File: src/rtl/alu_sweep_ctrl_if.sv
// Bundle between the ALU sweep sequencer, the ALU under test and the board/bench
// readback logic. The slave modport is the sequencer's view.
interface alu_sweep_ctrl_if #(
  parameter int DATA_W = 32
);
  logic              start;
  logic [2:0]        sw_sel;
  logic [7:0]        op_mask;
  logic [2:0]        AB_SW;
  logic [2:0]        ALU_OP;
  logic [DATA_W-1:0] alu_f;
  logic              alu_zf;
  logic              alu_of;
  logic              busy;
  logic              done;
  logic [2:0]        rd_idx;
  logic [DATA_W-1:0] rd_f;
  logic              rd_zf;
  logic              rd_of;
  logic              rd_valid;

  modport master (
    output start, sw_sel, op_mask, alu_f, alu_zf, alu_of, rd_idx,
    input  AB_SW, ALU_OP, busy, done, rd_f, rd_zf, rd_of, rd_valid
  );

  modport slave (
    input  start, sw_sel, op_mask, alu_f, alu_zf, alu_of, rd_idx,
    output AB_SW, ALU_OP, busy, done, rd_f, rd_zf, rd_of, rd_valid
  );
endinterface

File: src/rtl/alu_sweep_ctrl.sv
// Steps the ALU opcode through an enabled mask, holds each code for a settle
// window, and captures result/flags per opcode into an 8-entry readback buffer.
module alu_sweep_ctrl #(
  parameter int DATA_W = 32,
  parameter int SETTLE = 1
) (
  input  logic            clk,
  input  logic            rst,
  alu_sweep_ctrl_if.slave bus
);
  typedef enum logic [1:0] {S_IDLE, S_RUN, S_DONE} state_t;

  localparam logic [3:0] W_SETTLE = 4'(SETTLE);

  state_t            r_state, w_state_next;
  logic [7:0]        r_mask, w_mask_next;
  logic [3:0]        r_cnt, w_cnt_next;
  logic [2:0]        r_ab_sw, w_ab_sw_next;
  logic [2:0]        r_alu_op, w_alu_op_next;
  logic              r_busy, w_busy_next;
  logic              r_done, w_done_next;
  logic [7:0]        r_valid, w_valid_next;
  logic              w_cap_en;
  logic [7:0]        w_above;
  logic [DATA_W-1:0] w_ent_f [8];
  logic [7:0]        w_ent_zf;
  logic [7:0]        w_ent_of;

  function automatic logic [2:0] lowest_set(input logic [7:0] v);
    logic [2:0] idx;
    idx = '0;
    for (int k = 7; k >= 0; k--) begin
      if (v[k]) idx = 3'(k);
    end
    return idx;
  endfunction

  // Enabled opcodes strictly above the current one; empty means this is the last.
  assign w_above = r_mask & (8'hFE << r_alu_op);

  always_comb begin
    w_state_next  = r_state;
    w_mask_next   = r_mask;
    w_cnt_next    = r_cnt;
    w_ab_sw_next  = r_ab_sw;
    w_alu_op_next = r_alu_op;
    w_busy_next   = r_busy;
    w_done_next   = r_done;
    w_valid_next  = r_valid;
    w_cap_en      = 1'b0;
    case (r_state)
      S_IDLE: begin
        if (bus.start) begin
          w_valid_next = '0;
          w_ab_sw_next = bus.sw_sel;
          if (bus.op_mask != 8'h00) begin
            w_mask_next   = bus.op_mask;
            w_alu_op_next = lowest_set(bus.op_mask);
            w_cnt_next    = W_SETTLE;
            w_busy_next   = 1'b1;
            w_state_next  = S_RUN;
          end else begin
            w_done_next  = 1'b1;
            w_state_next = S_DONE;
          end
        end
      end
      S_RUN: begin
        if (r_cnt != 4'd0) begin
          w_cnt_next = r_cnt - 4'd1;
        end else begin
          w_cap_en     = 1'b1;
          w_valid_next = r_valid | (8'b1 << r_alu_op);
          if (w_above != 8'h00) begin
            w_alu_op_next = lowest_set(w_above);
            w_cnt_next    = W_SETTLE;
          end else begin
            w_busy_next  = 1'b0;
            w_done_next  = 1'b1;
            w_state_next = S_DONE;
          end
        end
      end
      S_DONE: begin
        w_done_next  = 1'b0;
        w_state_next = S_IDLE;
      end
      default: begin
        w_state_next = S_IDLE;
      end
    endcase
  end

  always_ff @(posedge clk or posedge rst) begin
    if (rst) begin
      r_state  <= S_IDLE;
      r_mask   <= '0;
      r_cnt    <= '0;
      r_ab_sw  <= '0;
      r_alu_op <= '0;
      r_busy   <= 1'b0;
      r_done   <= 1'b0;
      r_valid  <= '0;
    end else begin
      r_state  <= w_state_next;
      r_mask   <= w_mask_next;
      r_cnt    <= w_cnt_next;
      r_ab_sw  <= w_ab_sw_next;
      r_alu_op <= w_alu_op_next;
      r_busy   <= w_busy_next;
      r_done   <= w_done_next;
      r_valid  <= w_valid_next;
    end
  end

  generate
    for (genvar gi = 0; gi < 8; gi++) begin : g_entry
      logic [DATA_W-1:0] r_f;
      logic              r_zf;
      logic              r_of;

      always_ff @(posedge clk or posedge rst) begin
        if (rst) begin
          r_f  <= '0;
          r_zf <= 1'b0;
          r_of <= 1'b0;
        end else if (w_cap_en && (r_alu_op == 3'(gi))) begin
          r_f  <= bus.alu_f;
          r_zf <= bus.alu_zf;
          r_of <= bus.alu_of;
        end
      end

      assign w_ent_f[gi]  = r_f;
      assign w_ent_zf[gi] = r_zf;
      assign w_ent_of[gi] = r_of;
    end
  endgenerate

  assign bus.AB_SW    = r_ab_sw;
  assign bus.ALU_OP   = r_alu_op;
  assign bus.busy     = r_busy;
  assign bus.done     = r_done;
  assign bus.rd_f     = w_ent_f[bus.rd_idx];
  assign bus.rd_zf    = w_ent_zf[bus.rd_idx];
  assign bus.rd_of    = w_ent_of[bus.rd_idx];
  assign bus.rd_valid = r_valid[bus.rd_idx];
endmodule

File: src/flat_wrapper.sv
// flat-port wrapper written by rule: the top's interface ports become plain ports
module alu_sweep_ctrl_flat 
#(
  parameter int DATA_W = 32,
  parameter int SETTLE = 1
)
  (clk, rst, bus_start, bus_sw_sel, bus_op_mask, bus_alu_f, bus_alu_zf, bus_alu_of, bus_rd_idx, bus_AB_SW, bus_ALU_OP, bus_busy, bus_done, bus_rd_f, bus_rd_zf, bus_rd_of, bus_rd_valid);
  alu_sweep_ctrl_if #(.DATA_W(DATA_W)) bus_i ();
  input  logic clk;
  input  logic rst;
  input wire logic [$bits(bus_i.start)-1:0] bus_start;
  input wire logic [$bits(bus_i.sw_sel)-1:0] bus_sw_sel;
  input wire logic [$bits(bus_i.op_mask)-1:0] bus_op_mask;
  input wire logic [$bits(bus_i.alu_f)-1:0] bus_alu_f;
  input wire logic [$bits(bus_i.alu_zf)-1:0] bus_alu_zf;
  input wire logic [$bits(bus_i.alu_of)-1:0] bus_alu_of;
  input wire logic [$bits(bus_i.rd_idx)-1:0] bus_rd_idx;
  output wire logic [$bits(bus_i.AB_SW)-1:0] bus_AB_SW;
  output wire logic [$bits(bus_i.ALU_OP)-1:0] bus_ALU_OP;
  output wire logic [$bits(bus_i.busy)-1:0] bus_busy;
  output wire logic [$bits(bus_i.done)-1:0] bus_done;
  output wire logic [$bits(bus_i.rd_f)-1:0] bus_rd_f;
  output wire logic [$bits(bus_i.rd_zf)-1:0] bus_rd_zf;
  output wire logic [$bits(bus_i.rd_of)-1:0] bus_rd_of;
  output wire logic [$bits(bus_i.rd_valid)-1:0] bus_rd_valid;
  assign bus_i.start = bus_start;
  assign bus_i.sw_sel = bus_sw_sel;
  assign bus_i.op_mask = bus_op_mask;
  assign bus_i.alu_f = bus_alu_f;
  assign bus_i.alu_zf = bus_alu_zf;
  assign bus_i.alu_of = bus_alu_of;
  assign bus_i.rd_idx = bus_rd_idx;
  assign bus_AB_SW = bus_i.AB_SW;
  assign bus_ALU_OP = bus_i.ALU_OP;
  assign bus_busy = bus_i.busy;
  assign bus_done = bus_i.done;
  assign bus_rd_f = bus_i.rd_f;
  assign bus_rd_zf = bus_i.rd_zf;
  assign bus_rd_of = bus_i.rd_of;
  assign bus_rd_valid = bus_i.rd_valid;
  alu_sweep_ctrl #(.DATA_W(DATA_W), .SETTLE(SETTLE)) u_core (.clk(clk), .rst(rst), .bus(bus_i));
endmodule
File: config.mk
export PLATFORM = sky130hd
export DESIGN_NAME = alu_sweep_ctrl_flat
export DESIGN_NICKNAME = d
export VERILOG_FILES = /design/src/rtl/alu_sweep_ctrl_if.sv /design/src/rtl/alu_sweep_ctrl.sv /design/src/flat_wrapper.sv
export SDC_FILE = /design/constraint.sdc
export NUM_CORES = 1
export LEC_CHECK = 0
export CAP_MARGIN = 5
export CORE_ASPECT_RATIO = 0.8
export CORE_UTILIZATION = 48
export DETAILED_ROUTE_END_ITERATION = 8
export GPL_ROUTABILITY_DRIVEN = 0
export PLACE_DENSITY_LB_ADDON = 0.3
export SYNTH_ARGS = -nofsm -noshare
export SYNTH_HDL_FRONTEND = slang
export SYNTH_SLANG_ARGS = --single-unit
File: constraint.sdc
create_clock -name clk -period 13.3 [get_ports clk]
set_clock_uncertainty 0.05 [all_clocks]
set_input_delay 1.33 -clock clk [delete_from_list [all_inputs] [get_ports clk]]
set_output_delay 1.33 -clock clk [all_outputs]
set_load 0.01 [all_outputs]
Word-level counts from Yosys, hierarchy flattened
Cells that the tools add are included.

Add/sub/neg operators: 1. Order comparisons: 2. Eq/ne operators: 16. Shift-type cells: 2. Mux-type cells: 55. Bitwise logic cells: 3. Reduce and logical (&&, ||, !) cells: 23.

Operators with widths (count): 32-bit binary-select mux with 3-bit select (1); 32-bit two-way mux (2); 3-bit two-way mux (20); 4-bit two-way mux (4); 8-bit two-way mux (2); 8-bit one-hot mux with 2 select lines (1); 8-bit nonzero test (2); 5-bit AND reduction (3); 1-bit two-way mux (13); 3-bit == test (second input constant) (4); 1-bit binary-select mux with 3-bit select (3); 3-bit AND reduction (3); 8-bit bitwise AND (1); 1-bit logical AND (8); 2-bit two-way mux (4); 2-bit != test (second input constant) (4); 8-bit OR (1); 4-bit one-hot mux with 2 select lines (1); 1-bit by 3-bit left shift with 8-bit output (first input constant) (1); 8-bit by 3-bit left shift with 8-bit output (first input constant) (1); 3-bit by 2-bit == test with 1-bit output (second input constant) (2); 3-bit one-hot mux with 2 select lines (1); 4-bit >= comparator (second input constant) (1); 3-bit by 4-bit < comparator with 1-bit output (second input constant) (1); other kinds (17) (18).

Register bits after elaboration: 302. Logic and storage cells: 134.

Depth between registers and ports, before layout
Depth in word-level cells: 13. Depth in mapped cells: 8. Mapped depth without buffers: 7.

Least setup slack after synthesis
No wires, ideal clock.

Path kind: input port to output port. Start point: input bus_rd_idx[0]. End point: output bus_rd_valid. Arrival: 2.860 ns. Data required time: 11.920 ns. Slack: 9.060 ns. Stages on the path: 4. Buffers on the path: 2. Path through: buf_2 buf_1 mux4_2 mux2_2.

Longest elaborated chain between the ends: 2.

RTL lines: start: declaration (line flat_wrapper.sv:17) `input wire logic [$bits(bus_i.rd_idx)-1:0] bus_rd_idx;`; 1-bit binary-select mux with 3-bit select (line alu_sweep_ctrl.sv:147) `assign bus.rd_valid = r_valid[bus.rd_idx];`; 1-bit two-way mux (implied by the code) (line alu_sweep_ctrl.sv:147); end: declaration (line flat_wrapper.sv:25) `output wire logic [$bits(bus_i.rd_valid)-1:0] bus_rd_valid;`.

Every way passes these cells. The select of a mux whose other input is x is not followed.

Worst setup path in the final report
Start point: input bus_rd_idx[0]. End point: output bus_rd_f[31].

Longest elaborated chain between the ends: 4.

RTL lines: 3-bit inverter with 4-bit output (implied by the code) (line alu_sweep_ctrl.sv:144) `assign bus.rd_f = w_ent_f[bus.rd_idx];`; 32-bit binary-select mux with 3-bit select (line alu_sweep_ctrl.sv:144); 32-bit two-way mux (implied by the code) (2 in a row) (line alu_sweep_ctrl.sv:144); end: declaration (line flat_wrapper.sv:22) `output wire logic [$bits(bus_i.rd_f)-1:0] bus_rd_f;`.

Every way passes these cells. The select of a mux whose other input is x is not followed.

==> summary.md <==
| Metric | Value |
|---|---|
| Antenna Nets Post-Route | `0` |
| Top-count cell post-synth | `mux2_2` |
| Power Density | `217 mW/mm2` |
| Largest net degree at the start of global routing | `173` |
| Area after DPL | `0.0149 mm2` |
| Reg area | `0.00753 mm2` |
| Fin area | `0.0159 mm2` |
| DRT Pass-1 Iters | `4` |
| # setup viols final | `0` |
| Critical path class | `in2out` |
| Max-slew violation count | `0` |
| Mapped Cells | `862` |
| Final period util | `40.6%` |
| Post-place setup slack | `7.85 ns` |
| Clk root buf | `clkbuf_16` |
| Area occupied by multi-input gates | `0.00581 mm2` |
| Area Growth Syn to Fin | `16.4%` |
| Synthesized cell area | `0.0136 mm2` |
| Slew @ Worst Pin | `1.08 ns` |
| Drt drc | `0` |
| Critical-path top delay cell | `buf_4` |
| Sequential share of the synthesized area | `55.2%` |
| Synth top area cells | `dfrtp_1 (55%), mux2_2 (25%), mux4_2 (12%), buf_2 (0.88%), nand2_1 (0.72%)` |
| Fin Hold WS | `0.434 ns` |
| Outcome | `complete, no violations` |
| Lkg Pwr | `6.83 nW` |
| Routed length per placed instance | `21.1 um` |
| Worst Path Buf+Inv | `3` |
| Vias in the first global route | `8190` |
| Post-CTS Setup Bufs | `0` |
| Chip height | `153 um` |
| #FFs+latches synth | `301` |
| Setup_tns | `0 ns` |
| FMAX | `185 MHz` |
| Final worst slack | `7.90 ns` |
| Post-CTS Hold Fix Bufs | `0` |
| Vias per std cell | `5.69` |
| Clock-pin slew on the worst setup and hold paths | `0.06 ns` |
| Max_cap viols | `0` |
| Critical path startpoint category | `input port` |
| Most frequent CP cell | `buf_4` |
| Post-cts resize count | `0` |
| Port Buf Inserts | `93` |
| Clk Latency, worst-skew pair | `0.55 ns` |
| NumNets Final | `1000` |
| Fin util | `57.6%` |
| RSZ-0062 raised after global routing | `no` |
| Drt initial violations | `427` |
| Post-synth EDFFs | `0` |
| Period minus WS final | `5.40 ns` |
| Primary FF master, synth | `dfrtp_1` |
| Synth top area share | `55.2%` |
| GRT Util Overall | `20.6%` |
| Post-synth net total | `915` |
| First-pass GRT wire length | `46.9 mm` |
| Layout cells sized above 1 | `46.8%` |
| Synth Warn # | `0` |
| Vias | `7593` |
| DIE AREA | `0.0291 mm2` |
| Core area | `0.0276 mm2` |
| Sink Count | `301` |
| Critical Path Fanout Max | `46` |
| I/O pin count | `94` |
| Fill cell count | `2142` |
| Yosys top cell by area | `dfrtp_1` |
| CTS tree | `built` |
| H-tree lvl count | `1` |
| Initial antenna violation count | `1` |
| CP arrival | `4.02 ns` |
| Hold WC Path Type | `reg2reg` |
| Grt total ovfl | `0` |
| CP max stage delay | `0.82 ns` |
| Placement Rows | `54` |
| Fraction of registers with async set/reset | `100%` |
| Mean Syn Cell Area | `15.8 um2` |
| Synth top cells by count | `mux2_2 (308), dfrtp_1 (301), mux4_2 (70)` |
| CP Capture Type | `primary output` |
| Netlist cell types | `46` |
| Routed WL | `28.2 mm` |
| Initial Utilization | `49.5%` |
| CP cell instances | `buf_4 > buf_4 > mux4_2 > mux2_2 > clkdlybuf4s50_1` |
| Final Hold Viols | `0` |
| Slew HR | `27.8%` |
| Crit path max-delay family | `buffers and inverters` |
| CTS Buf Count | `30` |
| Chip width | `191 um` |
| Clk buf depth | `3` |
| CP required | `11.92 ns` |
| Worst vdd ir | `0.120 mV` |
| HPWL after DPL | `16.1 mm` |
==> routing by layer <==
metal / routed length, um / vias up / GRT usage [%] / part of all wire (%)
li1: - / 3395 / - / -
met1: 13500 / 4027 / 30.5 / 48
met2: 13100 / 140 / 32.3 / 46
met3: 1200 / 31 / 3.67 / 4.3
met4: 378 / 0 / 3.43 / 1.3
met5: 0 / - / 0 / 0
==> cell families (layout without fill, tap and decap cells) <==
logic type	Yosys count	in the layout	share of synthesized area [%]
buffers and inverters	62	170	2.34
other	0	1	0
and+or+nand+nor	81	81	3.14
DFF	301	301	55.2
adders and majority gates	2	2	0.183
AOI/OAI and AO/OA	32	32	1.69
muxes	384	384	37.5
==> worst paths after layout <==
| check | startpoint | to | slack (ns) | cells past startpoint |
|---|---|---|---|---|
| worst max-delay path | bus_rd_idx[0] | bus_rd_f[31] | 7.90 | 5 |
| worst min-delay path | u_core.bus.AB_SW[0] | u_core.bus.AB_SW[0] | 0.43 | 2 |
| worst max register to register | u_core.r_cnt[0] | u_core.g_entry[0].r_f[15] | 10.09 | 7 |
| worst min register to register | u_core.bus.AB_SW[0] | u_core.bus.AB_SW[0] | 0.43 | 2 |
| max in group asynchronous | rst | u_core.g_entry[2].r_f[13] | 10.40 | 3 |
| min in group asynchronous | rst | u_core.g_entry[6].r_f[27] | 1.34 | 2 |
==> area by class of cell <==
type | count | area share (%)
Timing Repair Buffer | 104 | 6.40
Sequential cell | 301 | 47.4
Antenna cell | 1 | 0.0158
Multi-Input combinational cell | 499 | 36.6
Inverter | 11 | 0.307
Clock inverter | 11 | 0.882
Tap cell | 364 | 2.87
Clock buffer | 44 | 5.57
==> report_power, final <==
group / switching, mW / internal (mW)
combinational: 0.368 / 0.670
sequential: 0.217 / 1.33
clock: 0.348 / 0.518
==> cell usage in the layout (no fill, tap or decap), drive strengths merged, types with 2 or more instances in the layout <==
cell type	synthesis	layout
o31ai	2	2
a21oi	7	7
nor3	4	4
nand3	7	7
dfrtp	301	301
bufinv	0	3
nand2b	8	8
ha	2	2
clkinv	0	6
nor4	2	2
nand2	28	28
nor3b	3	3
a211o	2	2
clkbuf	12	44
a31oi	2	2
nor2	21	21
o21ai	3	3
inv	11	12
clkdlybuf4s50	0	90
mux4	70	70
a31o	3	3
nor2b	4	4
mux2	313	313
buf	39	14
and2	2	2
a32oi	2	2
==> state kept, by name, summed over array words and instances, names as in the netlist <==
| register | flops |
|---|---|
| u_core.bus.done | 1 |
| u_core.bus.AB_SW | 3 |
| u_core.r_cnt | 4 |
| u_core.r_state | 2 |
| u_core.r_mask | 7 |
| u_core.r_valid | 8 |
| u_core.bus.busy | 1 |
| u_core.g_entry.r_zf | 8 |
| u_core.bus.ALU_OP | 3 |
| u_core.g_entry.r_f | 256 |
| u_core.g_entry.r_of | 8 |
==> stage by stage <==
| stage | power [mW] | instances |
|---|---|---|
| 2_1_floorplan | 2.26 | 862 |
| 3_3_place_gp | 2.56 | 1279 |
| 3_5_place_dp | 2.60 | 1279 |
| 4_1_cts | 3.48 | 1334 |
| 5_1_grt | 3.65 | 1334 |
| 6_report | 3.45 | 1335 |
==> worst min-delay path: cells and delay by family (launching register included) <==
family	cells	cell delay, ns
simple gates	2	0.11
flops	1	0.35
Power figures use the tool's default switching activity.
